**src/rtl/mem_port_arbiter.sv**
```systemverilog
// Arbitrates one fixed-latency single-ported memory between instruction fetch and data access.
// Data wins over fetch; each access owns the port for MEM_LAT+1 cycles.
module mem_port_arbiter #(
   parameter int unsigned ADDR_W  = 32,
   parameter int unsigned DATA_W  = 32,
   parameter int unsigned MEM_LAT = 2
) (
   input  logic                clk,
   input  logic                rst,
   input  logic                if_req,
   input  logic [ADDR_W-1:0]   if_addr,
   input  logic                if_kill,
   output logic [DATA_W-1:0]   if_rdata,
   output logic                if_valid,
   input  logic                d_req,
   input  logic                d_we,
   input  logic [ADDR_W-1:0]   d_addr,
   input  logic [DATA_W-1:0]   d_wdata,
   input  logic [DATA_W/8-1:0] d_be,
   output logic [DATA_W-1:0]   d_rdata,
   output logic                d_valid,
   output logic                mem_en,
   output logic                mem_we,
   output logic [ADDR_W-1:0]   mem_addr,
   output logic [DATA_W-1:0]   mem_wdata,
   output logic [DATA_W/8-1:0] mem_be,
   input  logic [DATA_W-1:0]   mem_rdata,
   output logic                stall_if,
   output logic                stall_mem
);

   localparam int unsigned BE_W = DATA_W / 8;
   localparam logic [3:0] LAT_M1 = 4'(MEM_LAT - 1);

   typedef enum logic [1:0] {StIdle, StBusyD, StBusyIf} state_e;

   state_e            state_q, state_d;
   logic [3:0]        cnt_q, cnt_d;
   logic              kill_q, kill_d;
   logic              load_q, load_d;
   logic              if_valid_q, if_valid_d;
   logic              d_valid_q, d_valid_d;
   logic [DATA_W-1:0] if_rdata_q, if_rdata_d;
   logic [DATA_W-1:0] d_rdata_q, d_rdata_d;

   always_comb begin
      state_d    = state_q;
      cnt_d      = cnt_q;
      kill_d     = kill_q;
      load_d     = load_q;
      if_valid_d = 1'b0;
      d_valid_d  = 1'b0;
      if_rdata_d = if_rdata_q;
      d_rdata_d  = d_rdata_q;
      mem_en     = 1'b0;
      mem_we     = 1'b0;
      mem_addr   = '0;
      mem_wdata  = '0;
      mem_be     = '0;

      unique case (state_q)
         StIdle: begin
            if (d_req) begin
               mem_en    = 1'b1;
               mem_we    = d_we;
               mem_addr  = d_addr;
               mem_wdata = d_wdata;
               mem_be    = d_be;
               load_d    = ~d_we;
               cnt_d     = LAT_M1;
               state_d   = StBusyD;
            end else if (if_req && !if_kill) begin
               mem_en   = 1'b1;
               mem_addr = if_addr;
               kill_d   = 1'b0;
               cnt_d    = LAT_M1;
               state_d  = StBusyIf;
            end
         end
         StBusyD: begin
            if (cnt_q != 4'd0) begin
               cnt_d = cnt_q - 4'd1;
            end else begin
               if (load_q) d_rdata_d = mem_rdata;
               d_valid_d = 1'b1;
               state_d   = StIdle;
            end
         end
         StBusyIf: begin
            if (if_kill) kill_d = 1'b1;
            if (cnt_q != 4'd0) begin
               cnt_d = cnt_q - 4'd1;
            end else begin
               // A redirect seen at any point during the access drops its completion.
               if_rdata_d = mem_rdata;
               if_valid_d = ~(kill_q | if_kill);
               kill_d     = 1'b0;
               state_d    = StIdle;
            end
         end
         default: state_d = StIdle;
      endcase

      if (rst) begin
         mem_en    = 1'b0;
         mem_we    = 1'b0;
         mem_addr  = '0;
         mem_wdata = '0;
         mem_be    = {BE_W{1'b0}};
      end
   end

   always_ff @(posedge clk) begin
      if (rst) begin
         state_q    <= StIdle;
         cnt_q      <= 4'd0;
         kill_q     <= 1'b0;
         load_q     <= 1'b0;
         if_valid_q <= 1'b0;
         d_valid_q  <= 1'b0;
         if_rdata_q <= '0;
         d_rdata_q  <= '0;
      end else begin
         state_q    <= state_d;
         cnt_q      <= cnt_d;
         kill_q     <= kill_d;
         load_q     <= load_d;
         if_valid_q <= if_valid_d;
         d_valid_q  <= d_valid_d;
         if_rdata_q <= if_rdata_d;
         d_rdata_q  <= d_rdata_d;
      end
   end

   // A kill arriving in the pulse cycle still cancels the completion.
   assign if_valid  = if_valid_q & ~if_kill;
   assign d_valid   = d_valid_q;
   assign if_rdata  = if_rdata_q;
   assign d_rdata   = d_rdata_q;
   assign stall_if  = if_req & ~if_valid;
   assign stall_mem = d_req & ~d_valid;

endmodule

```
**config.mk**
```make
export PLATFORM = sky130hd
export DESIGN_NAME = mem_port_arbiter
export DESIGN_NICKNAME = d
export VERILOG_FILES = /design/src/rtl/mem_port_arbiter.sv
export SDC_FILE = /design/constraint.sdc
export NUM_CORES = 1
export LEC_CHECK = 0
export CORE_MARGIN = 5
export CORE_UTILIZATION = 31
export CTS_CLUSTER_DIAMETER = 200
export DETAILED_ROUTE_END_ITERATION = 6
export HOLD_SLACK_MARGIN = 0.1
export PLACE_DENSITY_LB_ADDON = 0.2
export SYNTH_ARGS = -nofsm -noshare
export SYNTH_HDL_FRONTEND = slang
export SYNTH_SLANG_ARGS = --single-unit
```
**constraint.sdc**
```tcl
create_clock -name clk -period 2.05 [get_ports clk]
set_clock_uncertainty 0.15 [all_clocks]
set_input_delay 0.41 -clock clk [delete_from_list [all_inputs] [get_ports clk]]
set_output_delay 0.41 -clock clk [all_outputs]
set_load 0.01 [all_outputs]
```
# Yosys cells after proc, flatten, opt, wreduce, memory -nomap -nowiden
# Index checks and enable logic that the tools add are counted.
[word_totals]
inputBits = 138
mem_bits_rw = 0
memories = 0
latchBits = 0
word_cells = 75
output_inout_bits = 138
regBits = 74
mem_bits_ro = 0
[op_classes]
n_addsub = 1
shifts = 0
n_eq_ne = 8
n_lt_le_gt_ge = 0
div_mod_pow = 0
muxes = 31
n_mul = 0
bitwise = 12
n_reduce_logical = 15
[ops]
columns = ["operator", "count"]
rows = [
  ["$mux 32", 7],
  ["$mux 4", 6],
  ["$mux 1", 12],
  ["$not 1->1", 8],
  ["$pmux 4 s2", 1],
  ["$mux 2", 3],
  ["$ne 2x2->1 const B", 3],
  ["$ne 3x3->1 const B", 2],
  ["$reduce_and 2->1", 3],
  ["$reduce_and 3->1", 2],
  ["$pmux 2 s2", 1],
  ["$reduce_and 4->1", 1],
  ["$reduce_bool 2->1", 2],
  ["$reduce_bool 4->1", 1],
  ["$reduce_or 2->1", 2],
  ["$sub 4x1->4 const B", 1],
  ["$and 1x1->1", 3],
  ["$reduce_or 3->1", 1],
  ["$eq 2x1->1 const B", 1],
  ["$eq 2x2->1 const B", 1],
  ["$logic_not 2->1", 1],
  ["$ne 2x1->1 const B", 1],
  ["$pmux 1 s2", 1],
  ["$logic_and 1x1->1", 1],
  ["other kinds (2)", 2],
]

# Logic depth before layout (Yosys ltp)
# Gate-level depths: netlist of run 1.
[depth]
depth_word = 6
ltp_mapped = 7
ltp_nobuf = 5

# Worst setup path before layout of run 1
# Ideal clock, no wire load.
[synth_path]
path_type = "flip-flop to output port"
start = "register state_q[0]"
end = "output mem_addr[11]"
stages_incl_launch_ff = 7
arrival_time_ns = 1.518
path_buffers = 1
t_required_ns = 1.490
path_slack_ns = -0.028
path_cell_list = "dfxtp_1 -> inv_1 -> ha_1 -> nand2b_4 -> nor4b_4 -> buf_6 -> a22o_1"
[synth_between]
elab_chain_len = 3
[synth_rtl]
columns = ["item", "line_no", "rtl"]
rows = [
  ["start: declaration", "37", "state_e state_q, state_d;"],
  ["start signal: assignment", "115", "state_q <= StIdle;"],
  ["start signal: assignment", "124", "state_q <= state_d;"],
  ["$logic_not 2->1", "61", "unique case (state_q)"],
  ["$mux 32", "61", ""],
  ["$mux 32", "104", "if (rst) begin"],
  ["end: declaration", "24", "output logic [ADDR_W-1:0] mem_addr,"],
]
# Every way passes these cells.

# Worst setup path after layout of run 1
[layout_path]
start = "register state_q[0]"
end = "output mem_addr[13]"
# The elaborated chain is that of the path after synthesis.

==> impl_metrics.ini, run 1 <==
[layout]
drive_above_1_share_pct = 27.2
final_cells = 889
n_fill_cell = 931
syn2layout_area_growth_pct = 108
nNetsFinal = 883
diodes = 0

[setup_path]
cp-start-kind = flip-flop
rr_worst_depth = 6
end_kind = output pin
regToRegSetupSlack_ns = 0.14
cp_slowest_cell = dfxtp_2
crit_fanout = 8
max_stage_delay_ns = 0.32
path_cells = inv_2 > ha_4 > nand2b_4 > nor4b_4 > buf_4 > buf_6 > buf_12 > a22o_1 > buf_2
required_ns = 1.49
rr_endpoint = d_rdata[21]
worstReg2RegStart = cnt_q[0]
worst-setup-path-type = reg2out
arrival_ns = 1.88

[cts]
root_buffer = clkbuf_16
cts_buffers = 9
hold_buffers = 0
clock_latency_ns = 0.33
clk_pin_slew_ns = 0.06
cts_tree = done
clk_path_buf_depth = 2
clock-sinks = 74
htree_levels = 3

[worst_hold_path]
min_to = if_valid_q
hold_path_class = reg2reg
worstHoldStart = kill_q
hold_path_depth = 1

[die]
die_h_um = 117
dieArea_um2 = 13800
fp-row-count = 39
start_util_pct = 31.4
pin_count = 276
die_x_um = 117
core_area_um2 = 11400

[yosys]
synth_cells = 441
yosysMostFrequentCell = dfxtp_1
synth_top_cell_area_share_pct = 41.5
synthArstFlopShare_pct = 0
ys_ff_latch = 74
synth_top_flop_cell = dfxtp_1
yosysTopAreaCell = dfxtp_1
synth-warning-count = 0
yosysSeqAreaShare_pct = 41.5
syn_area_um2 = 3570
netlist_top_cells_count = dfxtp_1, nand2_1, a21oi_1
synth_top_cells_by_area = dfxtp_1, a21oi_1, nand2_1, and2_1, a22o_2
synth-edff-count = 0
synth.avg_cell_area_um2 = 8.10
synthesis.nets = 583
ys_types = 41

[sta]
period_share_pct = 119
min_period_ns = 2.44
relSlewSlack_pct = 73.2
setup_viol = 69
timing.fmax_mhz = 410
hold_viol = 0
hold_slack_ns = 0.290
tns_ns = -22.10
worstMarginPinSlew_ns = 0.402
slew_viol_final = 0
fin_ws_ns = -0.387
rsz0062_at_grt = true

[detailed_routing]
routedWlPerCell_um = 19.9
final_antenna_net_count = 0
via_per_inst = 5.02
drc_errors = 0
drt_iter0_drc = 166
firstDrtPassIters = 4
vias = 4459
routed_wl_um = 17700

[placed_design]
dp.cells = 846
dp_hpwl_um = 12600
io_buffers = 275
gp_congestion = 0.958

[grt]
grt.overflow.total = 0
grt_max_degree = 38
grt_pass1_wl_um = 27300
grt_usage_pct = 24.7
grt_pass1_vias = 4663
grt_antenna_before_repair = 0

[outcome]
status = finished with violations
violations = setup timing

[power]
power.density_nw_per_um2 = 594
p_leak_nw = 2.95
irDropWorstVdd_mv = 0.444

[job]
drv_cap = 0
[per-layer routing]
metal | up-vias | GRT usage, % | share of wire, %
met5 | - | 0 | 0
met4 | 0 | 5.37 | 1.3
met3 | 16 | 7.89 | 7.4
met2 | 178 | 41.3 | 49
met1 | 2115 | 31.1 | 42
li1 | 2150 | - | -
[where the power goes]
part	leakage, nW	switching [mW]	internal, mW	total, mW
clock	0.124	0.621	0.857	1.48
sequential	0.599	0.0310	1.49	1.52
combinational	2.23	0.619	0.789	1.41
[flip-flops by register name, summed over array words and instances, names as in the netlist]
name / flops
cnt_q: 4
if_valid_q: 1
kill_q: 1
state_q: 2
if_rdata: 32
d_rdata: 32
d_valid: 1
load_q: 1
[logic make-up after synthesis]
kind of cell / Yosys count / synth area share, %
AO/OA/AOI/OAI: 149 / 26.6
flip-flops: 74 / 41.5
AND/OR/NAND/NOR: 161 / 23.1
buffers and inverters: 53 / 7.39
adder cells (fa/ha/maj): 4 / 1.40
[worst max-delay path by stage]
stage,slack (ns),from,depth (start not counted),endpoint
detailed placement,-0.78,d_req,6,mem_wdata[19]
floorplan,0.03,state_q[1],6,mem_addr[11]
global placement,-0.74,d_req,6,mem_wdata[19]
CTS,-0.44,state_q[1],10,mem_addr[11]
finish,-0.39,state_q[0],9,mem_addr[13]
global route,-0.46,state_q[0],9,mem_addr[13]
[cell usage in the layout (no fill, tap or decap), types with 5 or more instances in the layout]
cell and n:
buf_6 53, and2_1 13, buf_2 25, clkdlybuf4s50_1 198
dlygate4sd2_1 5, a21oi_1 66, and2_4 25, o21ai_0 30
buf_4 35, nand2_1 69, buf_12 10, dfxtp_1 72
inv_1 7, a22o_4 16, a22o_2 5, clkbuf_16 9
a22o_1 11, nand3_1 33
[stage by stage]
step	utilization, %	instance area, um^2	worst slack [ns]	power (mW)
3_3_place_gp	57.8	6570	-0.741	2.74
2_1_floorplan	-	3570	0.0316	2.07
5_1_grt	65.2	7410	-0.462	4.61
6_report	65.2	7410	-0.387	4.41
3_5_place_dp	57.8	6570	-0.782	2.76
4_1_cts	64.8	7360	-0.437	4.41
[final cells by class]
| class | count | area [um^2] | share of cell area (%) |
|---|---|---|---|
| clock inverters | 5 | 38.8 | 0.523 |
| well taps | 143 | 179 | 2.41 |
| repair buffers | 333 | 3380 | 45.6 |
| clock buffers | 11 | 243 | 3.27 |
| multi-input cells | 314 | 2050 | 27.7 |
| flip-flops and latches | 74 | 1480 | 20.0 |
| inverters | 9 | 33.8 | 0.456 |
[critical path, delay by kind of cell (launching register included)]
| family | cells | cell delay [ns] |
|---|---|---|
| buf+inv | 5 | 0.63 |
| compound gates | 1 | 0.14 |
| fa+ha+maj | 1 | 0.16 |
| simple gates | 2 | 0.29 |
| flops | 1 | 0.32 |
[timing repair]
action / CTS / global route
hold endpoints to repair: 0 / 0
setup buffers: 21 / 2
pin swaps: 30 / 7
cloned: 8 / 0
gates resized for setup: 379 / 31
endpoints found under the setup margin: 73 / 71
Power figures use the tool's default switching activity.
==> run 2, diff against run 1 <==
--- a/config.mk
+++ b/config.mk
@@ -8,9 +8,11 @@
 export CORE_MARGIN = 5
 export CORE_UTILIZATION = 31
 export CTS_CLUSTER_DIAMETER = 200
+export CTS_CLUSTER_SIZE = 25
 export DETAILED_ROUTE_END_ITERATION = 6
 export HOLD_SLACK_MARGIN = 0.1
 export PLACE_DENSITY_LB_ADDON = 0.2
+export SKIP_CTS_REPAIR_TIMING = 1
 export SYNTH_ARGS = -nofsm -noshare
 export SYNTH_HDL_FRONTEND = slang
 export SYNTH_SLANG_ARGS = --single-unit
==> impl_metrics.ini, run 2 (same netlist as run 1, synthesis figures left out) <==
[die]
fp-row-count = 39
pin_count = 276
dieArea_um2 = 13800
start_util_pct = 31.4
die_h_um = 117
core_area_um2 = 11400
die_x_um = 117

[grt]
grt.overflow.total = 0
grt_usage_pct = 22.5
grt_max_degree = 38
grt_pass1_wl_um = 25200
grt_pass1_vias = 4341
grt_antenna_before_repair = 0

[cts]
clock-sinks = 74
root_buffer = clkbuf_16
clk_pin_slew_ns = 0.06
cts_tree = done
clock_latency_ns = 0.33
clk_path_buf_depth = 2
cts_buffers = 9
htree_levels = 3

[sta]
period_share_pct = 121
timing.fmax_mhz = 404
relSlewSlack_pct = 72.7
hold_viol = 0
setup_viol = 69
slew_viol_final = 0
tns_ns = -18.45
min_period_ns = 2.48
rsz0062_at_grt = true
fin_ws_ns = -0.428
worstMarginPinSlew_ns = 0.409

[detailed_routing]
drt_iter0_drc = 224
drc_errors = 0
routed_wl_um = 17200
via_per_inst = 5.01
final_antenna_net_count = 0
vias = 4386
firstDrtPassIters = 7
routedWlPerCell_um = 19.6

[power]
irDropWorstVdd_mv = 0.444
power.density_nw_per_um2 = 615
power.total_mw = 4.26
p_leak_nw = 2.76

[layout]
final_common_cell = clkdlybuf4s50_1
diodes = 0
multi_input_area_um2 = 1950
regArea_um2 = 1480
drive_above_1_share_pct = 22.9
nNetsFinal = 870
most-common-layout-cells = clkdlybuf4s50_1, dfxtp_1, nand2_1, a21oi_1, clkbuf_2
n_fill_cell = 999
syn2layout_area_growth_pct = 94.1

[placed_design]
gp_congestion = 0.958
io_buffers = 275
dp_hpwl_um = 12600

[setup_path]
crit_fanout = 7
worst-setup-path-type = reg2out
arrival_ns = 1.92
required_ns = 1.49
end_kind = output pin
cp-start-kind = flip-flop

[outcome]
status = finished with violations
violations = setup timing

[job]
drv_cap = 0

[worst_hold_path]
hold_path_class = reg2reg
## run 2: changes by cell type in the layout (fill, tap and decap cells not counted), moves of 3 or more
cell	previous run	this run
buf_12	10	4
buf_2	25	15
clkbuf_16	9	12
and2_4	25	3
a22o_4	16	9
a22o_2	5	12
buf_6	53	27
clkbuf_2	0	36
buf_4	35	30
dlymetal6s2s_1	1	5
dlygate4sd2_1	5	0
and2_1	13	35
buf_16	4	0
## run 2: worst max-delay path, stage by stage, from the launching register on
cell	delay (ns)
dfxtp_2	0.33
inv_2	0.05
ha_4	0.17
buf_6	0.11
and3_4	0.19
buf_6	0.12
buf_6	0.11
clkbuf_16	0.16
a22o_4	0.22
buf_6	0.12
## run 2: path summary, 6_finish.rpt
path	startpoint	endpoint	slack [ns]	depth (start not counted)
worst min register to register	kill_q	if_valid_q	0.29	1
worst min-delay path	kill_q	if_valid_q	0.29	1
worst max register to register	cnt_q[0]	d_rdata[21]	0.14	6
worst max-delay path	state_q[1]	mem_addr[29]	-0.43	9
## run 2: final cells by class
cell class | instances | share of cell area, %
tap | 143 | 2.58
timing repair buffer | 320 | 43.4
clock buffer | 11 | 3.50
multi-input combinational | 314 | 28.1
inverter | 9 | 0.487
clock inverter | 5 | 0.559
sequential | 74 | 21.4
## run 2: metrics by stage
stage	cells	utilization (%)	area [um^2]	setup WS [ns]	hold slack (ns)
final	876	61.0	6930	-0.428	0.291
after global routing	876	61.0	6930	-0.479	0.311
after CTS	862	60.3	6860	-0.799	0.286
after detailed placement	846	57.8	6570	-0.782	0.275
after global placement	846	57.8	6570	-0.741	0.266
after floorplan	441	-	3570	0.0316	0.248
## run 2: power breakdown
| group | internal (mW) | switching, mW |
|---|---|---|
| Sequential | 1.49 | 0.0307 |
| Clock | 0.857 | 0.622 |
| Combinational | 0.676 | 0.587 |
| Total | 3.02 | 1.24 |
## run 2: per-layer routing
| metal | GRT usage, % | routed length (um) | vias to the layer above |
|---|---|---|---|
| met4 | 5.37 | 267 | 0 |
| met3 | 6.54 | 1260 | 16 |
| met5 | 0 | 0 | - |
| met1 | 29.1 | 7330 | 2064 |
| met2 | 37.0 | 8320 | 188 |
| li1 | - | - | 2118 |
==> run 3, diff against run 2 <==
--- a/config.mk
+++ b/config.mk
@@ -5,6 +5,7 @@
 export SDC_FILE = /design/constraint.sdc
 export NUM_CORES = 1
 export LEC_CHECK = 0
+export CORE_ASPECT_RATIO = 0.9
 export CORE_MARGIN = 5
 export CORE_UTILIZATION = 31
 export CTS_CLUSTER_DIAMETER = 200
==> impl_metrics.ini, run 3 (same netlist as run 1, synthesis figures left out) <==
[placed_design]
dp.cells = 859
io_buffers = 275
gp_congestion = 0.961
dp_hpwl_um = 12600

[layout]
multi_input_area_um2 = 1940
final_common_cell = clkdlybuf4s50_1
final_cells = 890
diodes = 0
n_fill_cell = 1032
drive_above_1_share_pct = 23.8
regArea_um2 = 1480
syn2layout_area_growth_pct = 97.2
nNetsFinal = 871
most-common-layout-cells = clkdlybuf4s50_1, dfxtp_1, nand2_1, a21oi_1

[setup_path]
end_kind = output pin
cp_slowest_cell = nor4b_4
critPathCapture = mem_addr[9]
max_stage_delay_ns = 0.37
crit_cells = 9
path_delay_family = buffers and inverters
regToRegSetupSlack_ns = 0.14
worst-setup-path-type = reg2out
cp_common_cell = buf_6
cp-start-kind = flip-flop
rr_worst_depth = 6
rr_endpoint = d_rdata[11]
crit_fanout = 8
required_ns = 1.49
critPathBufInv = 5
timing.critical_path.from = state_q[1]
worstReg2RegStart = cnt_q[0]
path_cells = inv_2 > ha_4 > nand2b_4 > nor4b_4 > buf_6 > buf_6 > clkbuf_16 > a22o_1 > buf_2
arrival_ns = 1.99

[power]
pwr-share-clk_pct = 36.2
power.density_nw_per_um2 = 619
p_comb_share_pct = 28.9
irDropWorstVdd_mv = 0.489
p_leak_nw = 2.81
power.internal_mw = 3.15
netSwitchingPower_mw = 1.21
seq_power_share_pct = 34.9
switching_share_pct = 27.7

[detailed_routing]
via_per_inst = 4.89
drc_errors = 0
drt_iter0_drc = 236
firstDrtPassIters = 4
vias = 4350
routedWlPerCell_um = 18.9
final_antenna_net_count = 0
routed_wl_um = 16800

[sta]
period_share_pct = 125
timing.fmax_mhz = 392
min_period_ns = 2.55
worstMarginPinSlew_ns = 0.628
relSlewSlack_pct = 58.2
setup_viol = 67
fin_ws_ns = -0.502
slew_viol_final = 0
rsz0062_at_grt = true
tns_ns = -17.39
hold_viol = 0
hold_slack_ns = 0.271

[worst_hold_path]
hold_path_class = reg2reg
worstHoldStart = kill_q

[cts]
clk_path_buf_depth = 2
clk_pin_slew_ns = 0.06
root_buffer = clkbuf_16
clock-sinks = 74
clock_latency_ns = 0.33
cts_buffers = 9
cts_tree = done
htree_levels = 3

[outcome]
violations = setup timing
status = finished with violations

[grt]
grt_antenna_before_repair = 0
grt_max_degree = 60
grt_pass1_vias = 4279
grt.overflow.total = 0
grt_usage_pct = 22.4
grt_pass1_wl_um = 24100

[die]
pin_count = 276
start_util_pct = 31.5
die_h_um = 112
fp-row-count = 37
core_area_um2 = 11300
die_x_um = 123
dieArea_um2 = 13800

[job]
drv_cap = 0
run 3: cell types whose count changed in the layout (fill, tap and decap cells not counted), moves of 3 or more:
cell      delta
clkbuf_2    -20
buf_2       +12
buf_6        +6
and2_1       -4
and2_4       +4
a22o_2       +3
a22o_4       -3
run 3: power groups by stage:
stage / registers (mW) / logic [mW] / clock network [mW]
after floorplan: 1.56 / 0.506 / 0
after global placement: 1.55 / 1.19 / 0
after detailed placement: 1.55 / 1.20 / 0
after CTS: 1.52 / 1.20 / 1.62
after global routing: 1.53 / 1.35 / 1.69
final: 1.52 / 1.26 / 1.58
run 3: worst min path at each step:
stage / end / depth (start not counted)
after global placement: if_valid_q / 1
after global routing: if_valid_q / 1
after detailed placement: if_valid_q / 1
final: if_valid_q / 1
after CTS: if_valid_q / 1
after floorplan: if_valid_q / 1
run 3: area by class of cell:
cell class	count	share of cell area [%]
clock buffer	10	3.39
clock inverter	6	0.906
inverter	9	0.480
multi-input combinational	314	27.6
sequential	74	21.1
tap	156	2.77
timing repair buffer	321	43.8
run 3: worst register-to-register path, cell delays in order, from the launching register on:
cell     delay, ns
dfxtp_1       0.33
inv_1         0.08
ha_1          0.27
or3b_1        0.39
buf_4         0.22
o21ai_0       0.24
a21oi_1       0.12
run 3: routing by layer:
| layer | vias to the layer above | GRT usage, % | routed length (um) |
|---|---|---|---|
| li1 | 2127 | - | - |
| met1 | 2024 | 28.2 | 6910 |
| met2 | 177 | 35.9 | 8030 |
| met4 | 0 | 5.90 | 346 |
| met3 | 22 | 8.68 | 1500 |
| met5 | - | 0 | 0 |
run 3: per-stage QoR:
stage          utilization, %  instance area (um^2)  setup WS (ns)  power (mW)
6_report                 62.1                  7040         -0.502        4.36
3_5_place_dp             58.1                  6600         -0.867        2.75
4_1_cts                  60.8                  6900         -0.878        4.34
2_1_floorplan               -                  3570         0.0316        2.07
3_3_place_gp             58.1                  6600         -0.827        2.73
5_1_grt                  62.1                  7040         -0.591        4.57
